===== src/rtl/mod_counter_pkg.sv =====
// -----------------------------------------------------------------------------
// mod_counter_pkg
//   Shared encodings for the modulo up/down counter family.
//   dir_e  : direction applied on an enabled step (up_down input)
//   mode_e : behaviour at the count boundaries (sat input)
// -----------------------------------------------------------------------------
package mod_counter_pkg;

    typedef enum logic {
        DIR_UP   = 1'b0,
        DIR_DOWN = 1'b1
    } dir_e;

    typedef enum logic {
        MODE_WRAP = 1'b0,
        MODE_SAT  = 1'b1
    } mode_e;

endpackage : mod_counter_pkg


===== src/rtl/mod_updown_counter.sv =====
// -----------------------------------------------------------------------------
// mod_updown_counter
//   Modulo-MODULUS up/down counter with synchronous load, wrap or saturate
//   boundary handling, a one-cycle terminal-count pulse and sticky
//   overflow/underflow flags.
//
// Parameters
//   N        counter width in bits
//   MODULUS  count range 0..MODULUS-1 (2..2**N)
//   RST_VAL  value of count while in reset (0..MODULUS-1)
//
// Ports
//   clk        rising-edge clock
//   rst_n      asynchronous active-low reset
//   en         count enable
//   up_down    0 = up, 1 = down
//   sat        0 = wrap at the boundaries, 1 = saturate
//   load       synchronous load strobe (wins over en)
//   load_val   value loaded; clamped to MODULUS-1 when out of range
//   clr_flags  synchronous clear of ovf/unf (a same-cycle event wins)
//   count      registered count
//   tc         registered terminal-count pulse, one per boundary event
//   ovf        sticky: up-step attempted at MODULUS-1
//   unf        sticky: down-step attempted at 0
//   zero       combinational count == 0
// -----------------------------------------------------------------------------
module mod_updown_counter
    import mod_counter_pkg::*;
#(
    parameter int N       = 8,
    parameter int MODULUS = 2 ** N,
    parameter int RST_VAL = 0
) (
    input  logic         clk,
    input  logic         rst_n,
    input  logic         en,
    input  logic         up_down,
    input  logic         sat,
    input  logic         load,
    input  logic [N-1:0] load_val,
    input  logic         clr_flags,
    output logic [N-1:0] count,
    output logic         tc,
    output logic         ovf,
    output logic         unf,
    output logic         zero
);

    // Parameter legality is enforced while elaborating.
    if (MODULUS < 2 || MODULUS > (2 ** N) || RST_VAL < 0 || RST_VAL >= MODULUS) begin : g_bad_params
        $fatal(1, "mod_updown_counter: illegal parameters N=%0d MODULUS=%0d RST_VAL=%0d",
               N, MODULUS, RST_VAL);
    end

    // MODULUS itself may equal 2**N, so it is only ever held in N+1 bits.
    // The largest count value always fits in N bits.
    localparam logic [N:0]   MOD_EXT   = (N+1)'(MODULUS);
    localparam logic [N-1:0] MAX_VAL   = N'(MODULUS - 1);
    localparam logic [N-1:0] RST_COUNT = N'(RST_VAL);

    dir_e  dir;
    mode_e mode;

    assign dir  = dir_e'(up_down);
    assign mode = mode_e'(sat);

    logic         at_max;
    logic         at_zero;
    logic         up_evt;
    logic         dn_evt;
    logic [N-1:0] count_next;

    // Boundaries are detected by explicit compare, so no step ever relies
    // on N-bit arithmetic rolling over.
    assign at_max  = (count == MAX_VAL);
    assign at_zero = (count == '0);

    // Boundary detect and next-state selection. Load outranks en, and a load
    // cycle never records a boundary event.
    always_comb begin
        up_evt     = 1'b0;
        dn_evt     = 1'b0;
        count_next = count;
        if (load) begin
            if ({1'b0, load_val} < MOD_EXT) begin
                count_next = load_val;
            end else begin
                count_next = MAX_VAL;
            end
        end else if (en) begin
            if (dir == DIR_UP) begin
                if (at_max) begin
                    up_evt     = 1'b1;
                    count_next = (mode == MODE_SAT) ? count : '0;
                end else begin
                    count_next = count + N'(1);
                end
            end else begin
                if (at_zero) begin
                    dn_evt     = 1'b1;
                    count_next = (mode == MODE_SAT) ? count : MAX_VAL;
                end else begin
                    count_next = count - N'(1);
                end
            end
        end
    end

    // Count register.
    always_ff @(posedge clk or negedge rst_n) begin
        if (!rst_n) begin
            count <= RST_COUNT;
        end else begin
            count <= count_next;
        end
    end

    // Flag register: tc follows every boundary event (so a saturated run
    // keeps it high), the sticky flags set on their event and otherwise
    // clear on clr_flags; a same-cycle event outranks the clear.
    always_ff @(posedge clk or negedge rst_n) begin
        if (!rst_n) begin
            tc  <= 1'b0;
            ovf <= 1'b0;
            unf <= 1'b0;
        end else begin
            tc <= up_evt | dn_evt;
            if (up_evt) begin
                ovf <= 1'b1;
            end else if (clr_flags) begin
                ovf <= 1'b0;
            end
            if (dn_evt) begin
                unf <= 1'b1;
            end else if (clr_flags) begin
                unf <= 1'b0;
            end
        end
    end

    assign zero = (count == '0);

endmodule : mod_updown_counter


===== config.mk =====
export PLATFORM = sky130hd
export DESIGN_NAME = mod_updown_counter
export DESIGN_NICKNAME = d
export VERILOG_FILES = /design/src/rtl/mod_counter_pkg.sv /design/src/rtl/mod_updown_counter.sv
export SDC_FILE = /design/constraint.sdc
export NUM_CORES = 1
export LEC_CHECK = 0
export CAP_MARGIN = 10
export CORE_MARGIN = 5
export CORE_UTILIZATION = 47
export DETAILED_ROUTE_END_ITERATION = 6
export GPL_TIMING_DRIVEN = 1
export PLACE_DENSITY = 0.78
export SYNTH_ARGS = -nofsm -noshare
export SYNTH_HDL_FRONTEND = slang
export SYNTH_SLANG_ARGS = --single-unit

===== constraint.sdc =====
create_clock -name clk -period 2.6 [get_ports clk]
set_input_delay 0.52 -clock clk [delete_from_list [all_inputs] [get_ports clk]]
set_output_delay 0.52 -clock clk [all_outputs]
set_load 0.01 [all_outputs]

==> metrics.csv, run 1 <==
metric,value,unit
syn_nets,135,
Leak,0.000542,uW
crit path capture type,primary output,
vias in the first global route,1038,
DR WL/cell,15.7,um
Area contributors post-synth,"dfrtp_1 28%, nand2_1 4.2%, o21ai_0 4.1%",
fin nets,169,
adder-cell share of the synthesized area,3.82,%
hold slack,0.536,ns
prevailing post-synth register cell,dfrtp_1,
critical path startpoint,count[1],
Buffers on Ports,26,
setup_tns,0,ns
GRT met2 Usage,29.2,%
Post-Syn Area,983,um^2
Crit Path Class,reg -> out,
clk_skew,0.00370,ns
Avg Inst Size Synth,8.41,um^2
worst vdd ir,0.429,mV
"FFs w/ async S/R, synth",100,%
Final Slew Violations,0,
Detailed Route Iter0 Violations,54,
Hold WC Path Type,reg -> reg,
FF-to-FF Start,count[1],
Critical Path RT,2.08,ns
"most common cell after layout, fill and taps aside",clkdlybuf4s50_1,
xor/xnor share of the synthesized area,0.891,%
Reg2Reg Setup Slack,0.52,ns
number of cell rows,16,
final number of hold-violating endpoints,0,
I/O pin total,27,
dpl cells,172,
Critical Path AT,2.01,ns
# fillers,146,
largest family of logic cells by synthesized area,simple AND/OR/NAND/NOR gates,
sequential cell area,277,um^2
synth warn,0,
register bit total from synthesis,11,
die area,3110,um^2
GRT Total Usage,18.7,%
via count,1068,
"Core Util, Final",67.7,%
Worst-Margin Slew,0.529,ns
ant diodes,0,
antenna-violating nets left,0,
mux cell area share after synthesis,3.56,%
"Clk Latency, worst-skew pair",0.28,ns
GP Congestion,0.952,
Yosys top cell by area,dfrtp_1,
DRC Markers,0,
simple-gate share of the synthesized area,30.8,%
Cell Pwr Density,490,nW/um^2
fin cells,177,
layout cells sized above 1,18.7,%
root buffer cell,clkbuf_4,
initial core utilization,49.6,%
crit path to,zero,
Area Growth Syn to Fin,36.4,%
Synth Area in Compound Gates,25.6,%
initial antenna violation count,0,
Detailed Place HPWL,2120,um
top-area cell type share of the netlist area,28.0,%
distinct cell type count after synthesis,49,
M1 GR Usage,24.6,%
Initial DRT Pass Iterations,4,
H-tree Lvls,1,
first-pass GRT wire length,4710,um
"CTS clk-pin slew, worst paths",0.08,ns
largest net degree at the start of global routing,14,
M3 GR Usage,3.94,%
gr busiest metal,met2,
maximum clock frequency,0.396,GHz
worst reg-to-reg path cell count,8,
core box area,1980,um^2
Total Wirelength,2770,um
Worst Path Max Fanout,8,
Via density,6.03,
CP Launch Type,flip-flop,
CTS tree,yes,
worst reg2reg endpoint,count[6],
RSZ-0062 raised after global routing,false,
number of synthesized flops with an enable pin,0,
total CTS buffers,3,
die width,55.7,um
final setup fails,0,
die span in y,55.7,um
Max Cap Viol,0,
Tmin final,2.53,ns
Tcrit/Tclk final,97.2,%
grt ovf,0,
Rel. slew slack,64.6,%
clock sinks,11,
clock tree buffer depth,2,
"commonest non-fill, non-tap cells in the layout","26 x clkdlybuf4s50_1, 12 x buf_4, 11 x nand2_1",
gate count after technology mapping,117,
status,finished clean,
sequential fraction of the synthesis area,28.0,%
Multi-input gate area,636,um^2
## kinds of logic (layout without fill, tap and decap cells)
kind of cell | Yosys count | after routing
and+or+nand+nor | 48 | 48
AOI/OAI and AO/OA | 37 | 37
buffers and inverters | 14 | 47
DFF | 11 | 11
adders and majority gates | 3 | 3
muxes | 3 | 3
xor gates and xnor gates | 1 | 1
## per-stage QoR
| step | setup WS (ns) | total power (uW) | area [um^2] |
|---|---|---|---|
| detailed placement | 0.204 | 527 | 1310 |
| CTS | 0.0196 | 652 | 1340 |
| finish | 0.0739 | 658 | 1340 |
| global route | 0.0157 | 699 | 1340 |
| global placement | 0.188 | 521 | 1310 |
| floorplan | 0.475 | 409 | 983 |
## cells in the mapped netlist (all sizes together) (4+ instances only)
cell and count:
dfrtp 11, nand2 11, o21ai 9, nand3 8, a31oi 6, a21oi 5
buf 5, inv 5, nor3 5, clkbuf 4, nor2 4, o211ai 4
## what timing repair did
| item | 4_1_cts | 5_1_grt |
|---|---|---|
| setup endpoints to repair | 1 | 1 |
| hold buffers | 0 | 0 |
| setup buffers | 1 | 0 |
| resized for setup | 0 | 2 |
## sequential cells by signal, summed over array words and instances, names as in the netlist
name,count
count,8
ovf,1
tc,1
unf,1
## metal layers
layer  up-vias  wire length (um)  part of all wire, %
li1        507                 -                    -
met1       478              1170                   42
met2        78              1250                   45
met3         5               287                   10
met4         0                59                  2.1
met5         -                 0                    0
## area by class of cell
cell class,count,area share (%)
Tap cell,27,2.52
Clock buffer,4,1.96
Timing Repair Buffer,38,26.1
Inverter,5,1.40
Multi-Input combinational cell,92,47.4
Sequential cell,11,20.6
## power breakdown
part           internal [uW]  switching, uW
Combinational            154            152
Clock                   59.6           66.2
Sequential               194           32.1
## worst min path at each step
stage / from / slack (ns) / endpoint / cells past startpoint
2_1_floorplan: rst_n / 0.22 / count[0] / 0
3_3_place_gp: unf / 0.53 / unf / 2
3_5_place_dp: unf / 0.53 / unf / 2
4_1_cts: unf / 0.54 / unf / 2
5_1_grt: unf / 0.57 / unf / 2
6_report: unf / 0.54 / unf / 2
## worst max-delay path, stage by stage (launching register included)
cell             delay (ns)
dfrtp_2                0.47
inv_2                  0.11
ha_1                   0.16
nor4b_4                0.23
and2_2                 0.22
clkdlybuf4s50_1        0.54
(Power assumes the default switching activity.)
==> run 2, diff against run 1 <==
--- a/config.mk
+++ b/config.mk
@@ -7,10 +7,10 @@
 export LEC_CHECK = 0
 export CAP_MARGIN = 10
 export CORE_MARGIN = 5
-export CORE_UTILIZATION = 47
+export CORE_UTILIZATION = 49
 export DETAILED_ROUTE_END_ITERATION = 6
+export DONT_BUFFER_PORTS = 1
 export GPL_TIMING_DRIVEN = 1
-export PLACE_DENSITY = 0.78
 export SYNTH_ARGS = -nofsm -noshare
 export SYNTH_HDL_FRONTEND = slang
 export SYNTH_SLANG_ARGS = --single-unit
==> constraint.sdc (replaced) <==
create_clock -name clk -period 2.6 [get_ports clk]
set_input_delay 0.65 -clock clk [delete_from_list [all_inputs] [get_ports clk]]
set_output_delay 0.65 -clock clk [all_outputs]
set_load 0.01 [all_outputs]
==> run 2 against run 1 <==
Non-clock buffer count shrank 37. Sequential share of layout area grew 7.0 points. Total power shrank 16%. Design area shrank 26%. Critical path depth shrank 1. Sequential power grew 18%. Cell count shrank 21%. Global-route usage grew 0.90 points. First-iteration DRC count shrank 43%. Highest routed layer unchanged.
==> metrics.csv, run 2 (synthesized netlist as in run 1, its figures left out) <==
metric,value,unit
GRT met2 Usage,33.1,%
antenna-violating nets left,0,
die span in y,54.8,um
root buffer cell,clkbuf_4,
largest net degree at the start of global routing,18,
Rel. slew slack,67.7,%
Total Wirelength,2610,um
Area Growth Syn to Fin,1.40,%
Critical Path RT,1.95,ns
hold slack,0.0612,ns
setup_tns,0,ns
fin nets,132,
DRC Markers,0,
gr busiest metal,met2,
layout cells sized above 1,13.3,%
crit path cell chain,inv_1 > ha_1 > nor4b_4 > and2_2,
WP buf/inv,1,
Max Cap Viol,0,
Tmin final,2.35,ns
Leak,0.000392,uW
CP top delay family,simple AND/OR/NAND/NOR gates,
Worst-Margin Slew,0.484,ns
Hold WC Path Type,in -> async,
maximum clock frequency,0.426,GHz
initial core utilization,50.6,%
final number of hold-violating endpoints,0,
ant diodes,0,
"commonest non-fill, non-tap cells in the layout","11 x nand2_1, 11 x dfrtp_1, 8 x o21ai_0",
status,finished clean,
DR WL/cell,18.7,um
first-pass GRT wire length,4150,um
crit-path max cell delay,0.49,ns
# fillers,186,
H-tree Lvls,1,
Final Slew Violations,0,
I/O pin total,27,
CP Launch Type,flip-flop,
Initial DRT Pass Iterations,4,
M1 GR Usage,24.2,%
crit path capture type,primary output,
Detailed Route Iter0 Violations,31,
Crit Path Class,reg -> out,
initial antenna violation count,0,
CTS tree,yes,
M3 GR Usage,6.27,%
clock tree buffer depth,2,
clk_skew,0.00206,ns
Placed Area,971,um^2
number of cell rows,16,
total CTS buffers,3,
vias in the first global route,841,
clock sinks,11,
Buffers on Ports,0,
grt ovf,0,
"Clk Latency, worst-skew pair",0.28,ns
final setup fails,0,
Detailed Place HPWL,1930,um
GP Congestion,0.871,
"Design Area, Final",997,um^2
worst vdd ir,0.395,mV
"CTS clk-pin slew, worst paths",0.07,ns
via count,914,
GRT Total Usage,19.6,%
Post-CTS Setup Inserts,0,
number of gates resized after CTS,0,
dpl cells,136,
Worst Path Max Fanout,8,
RSZ-0062 raised after global routing,false,
number of flip-flops under the largest register name,8,
Via density,6.53,
die area,3000,um^2
Biggest register,count,
die width,54.8,um
"Hold-fix buffers, CTS",0,
Critical Path AT,1.70,ns
core box area,1940,um^2
Cell Pwr Density,552,nW/um^2
fin cells,140,
Tcrit/Tclk final,90.4,%
CP max-delay cell,dfrtp_1,
[run 2: changes by cell type in the layout (fill, tap and decap cells not counted), sizes merged]
cell           delta
buf              -11
clkdlybuf4s50    -26
[run 2: metal layers]
metal	wire [um]	vias up	share of wire [%]
li1	-	431	-
met1	1130	445	43
met2	1260	34	48
met3	199	4	7.6
met4	19	0	0.73
met5	0	-	0
[run 2: worst register-to-register path, stage by stage, from the launching register on]
cell and delay [ns]:
dfrtp_1 0.53, inv_1 0.15, ha_1 0.21, nor4b_4 0.15
and3_1 0.22, or4_1 0.50, a31oi_1 0.18, a21oi_1 0.06
[run 2: power by group]
part	total, uW	switching [uW]	leakage (uW)	internal, uW
Combinational	164	85.8	0.000243	78.1
Sequential	267	74.9	0.000134	192
Clock	120	60.0	0.0000150	59.6
Total	551	221	0.000392	330
[run 2: per-stage QoR]
step	util, %	worst slack (ns)	power [uW]
after detailed placement	50.0	0.509	431
final	51.4	0.251	551
after floorplan	-	0.475	409
after CTS	51.4	0.267	552
after global routing	51.4	0.165	589
after global placement	50.0	0.536	431
[run 2: cell type report]
cell class / count / area, um^2 / share of cell area [%]
multi-input cells: 92 / 636 / 63.7
well taps: 27 / 33.8 / 3.39
inverters: 5 / 18.8 / 1.88
flip-flops and latches: 11 / 275 / 27.6
clock buffers: 4 / 26.3 / 2.63
repair buffers: 1 / 7.51 / 0.753
[run 2: final timing paths]
| kind | from | end | slack [ns] | cells after the start |
|---|---|---|---|---|
| max | count[1] | zero | 0.25 | 4 |
| min | rst_n | count[3] | 0.06 | 0 |
| max reg2reg | count[1] | count[6] | 0.49 | 7 |
| min reg2reg | ovf | ovf | 0.58 | 2 |
| max in group asynchronous | rst_n | count[6] | 2.47 | 0 |
| min in group clk | clr_flags | ovf | 0.47 | 1 |
==> run 3, diff against run 2 <==
--- a/config.mk
+++ b/config.mk
@@ -11,6 +11,7 @@
 export DETAILED_ROUTE_END_ITERATION = 6
 export DONT_BUFFER_PORTS = 1
 export GPL_TIMING_DRIVEN = 1
+export HOLD_SLACK_MARGIN = 0.15
 export SYNTH_ARGS = -nofsm -noshare
 export SYNTH_HDL_FRONTEND = slang
 export SYNTH_SLANG_ARGS = --single-unit
==> run 3 against run 2 <==
Setup slack got worse by 0.0044 ns. Core utilization rose by 0.52 points. Critical path type unchanged. Die area unchanged. Hold slack improved by 0.41 ns. Largest power group unchanged. Design area is 1.0% higher. Register-to-register slack barely moved. Clock skew decreased by 0.0015 ns. First-iteration DRC count down 19%.
==> metrics.csv, run 3 (synthesized netlist as in run 1, its figures left out) <==
metric,value,unit
status,finished clean,
Placement Setup Slack,0.509,ns
Rel. slew slack,64.8,%
GP Congestion,0.871,
Worst-Margin Slew,0.526,ns
final setup fails,0,
"CTS clk-pin slew, worst paths",0.07,ns
# fillers,185,
fin nets,133,
Detailed Place HPWL,1930,um
Tcrit/Tclk final,90.5,%
Crit Path Class,reg -> out,
Tmin final,2.35,ns
grt ovf,0,
Multi-input gate area,636,um^2
antenna-violating nets left,0,
H-tree Lvls,1,
clk_skew,0.000554,ns
DR WL/cell,18.4,um
RSZ-0062 raised after global routing,false,
Leak,0.000396,uW
core box area,1940,um^2
CP Launch Type,flip-flop,
fin cells,141,
Initial DRT Pass Iterations,4,
Post-CTS Setup Inserts,0,
Critical Path AT,1.70,ns
largest net degree at the start of global routing,18,
setup ws final,0.246,ns
ant diodes,0,
first-pass GRT wire length,4170,um
Area Growth Syn to Fin,2.42,%
Total Wirelength,2590,um
I/O pin total,27,
crit path cell chain,inv_1 > ha_1 > nor4b_4 > and2_2,
die area,3000,um^2
Max Cap Viol,0,
die span in y,54.8,um
Worst Path Max Fanout,8,
via count,924,
Detailed Route Iter0 Violations,25,
number of cell rows,16,
final number of hold-violating endpoints,0,
Buffers on Ports,0,
crit-path max cell delay,0.50,ns
Final Slew Violations,0,
maximum clock frequency,0.425,GHz
sw frac,40.3,%
layout cells sized above 1,13.2,%
Sw Pwr,224,uW
setup_tns,0,ns
crit path capture type,primary output,
"commonest non-fill, non-tap cells in the layout","11 x nand2_1, 11 x dfrtp_1, 8 x o21ai_0",
number of flip-flops under the largest register name,8,
CTS tree,yes,
root buffer cell,clkbuf_4,
CP max-delay cell,dfrtp_1,
internal power,331,uW
vias in the first global route,851,
clock tree buffer depth,2,
Via density,6.55,
Biggest register,count,
dpl cells,136,
Reg power frac,48.2,%
total CTS buffers,3,
"Clk Latency, worst-skew pair",0.27,ns
DRC Markers,0,
Cell Pwr Density,551,nW/um^2
initial core utilization,50.6,%
Hold WC Path Type,in -> reg,
clock sinks,11,
initial antenna violation count,0,
worst vdd ir,0.396,mV
combinational share of power,30.3,%
Overall Power,555,uW
sequential cell area,275,um^2
Critical Path RT,1.95,ns
GRT Total Usage,19.6,%
clock group share of total power,21.5,%
die width,54.8,um
==> run 3: final timing paths <==
| kind | startpoint | to | slack [ns] | cells past startpoint |
|---|---|---|---|---|
| worst max-delay path | count[1] | zero | 0.25 | 4 |
| worst min-delay path | clr_flags | ovf | 0.48 | 1 |
| worst max register to register | count[1] | count[6] | 0.49 | 7 |
| worst min register to register | ovf | ovf | 0.58 | 2 |
| max in group asynchronous | rst_n | count[1] | 1.46 | 1 |
| min in group asynchronous | rst_n | count[7] | 0.79 | 1 |
==> run 3: power by group through the flow <==
stage	clock [uW]	combinational [uW]	sequential (uW)
4_1_cts	123	168	266
6_report	119	168	267
2_1_floorplan	0	177	232
5_1_grt	131	191	273
3_5_place_dp	0	161	270
3_3_place_gp	0	163	269
==> run 3: metrics by stage <==
stage,hold slack [ns],utilization [%],area [um^2]
after floorplan,0.354,-,983
after global placement,0.355,50.0,971
after detailed placement,0.355,50.0,971
after CTS,0.475,51.9,1010
after global routing,0.465,51.9,1010
final,0.475,51.9,1010
==> run 3: worst max-delay path, delay by kind of cell, from the launching register on <==
family	cells	cell delay, ns
fa+ha+maj	1	0.17
flops	1	0.50
simple gates	2	0.60
buf+inv	1	0.17
==> run 3: final cells by class <==
class                      count  share of cell area [%]
inverter                       5                    1.86
multi-input combinational     92                    63.1
sequential                    11                    27.3
clock buffer                   4                    2.61
timing repair buffer           2                    1.74
tap                           27                    3.35
==> run 3: timing repair <==
item / CTS / global route
gates resized for setup: 0 / 0
hold buffers: 1 / 0
endpoints found under the hold margin: 11 / 0
==> run 3: metal layers <==
metal | up-vias | wire [um] | track usage (%)
met5 | - | 0 | 0
met4 | 0 | 20 | 3.73
met3 | 5 | 231 | 7.08
met2 | 40 | 1270 | 33.1
met1 | 446 | 1070 | 23.9
li1 | 433 | - | -
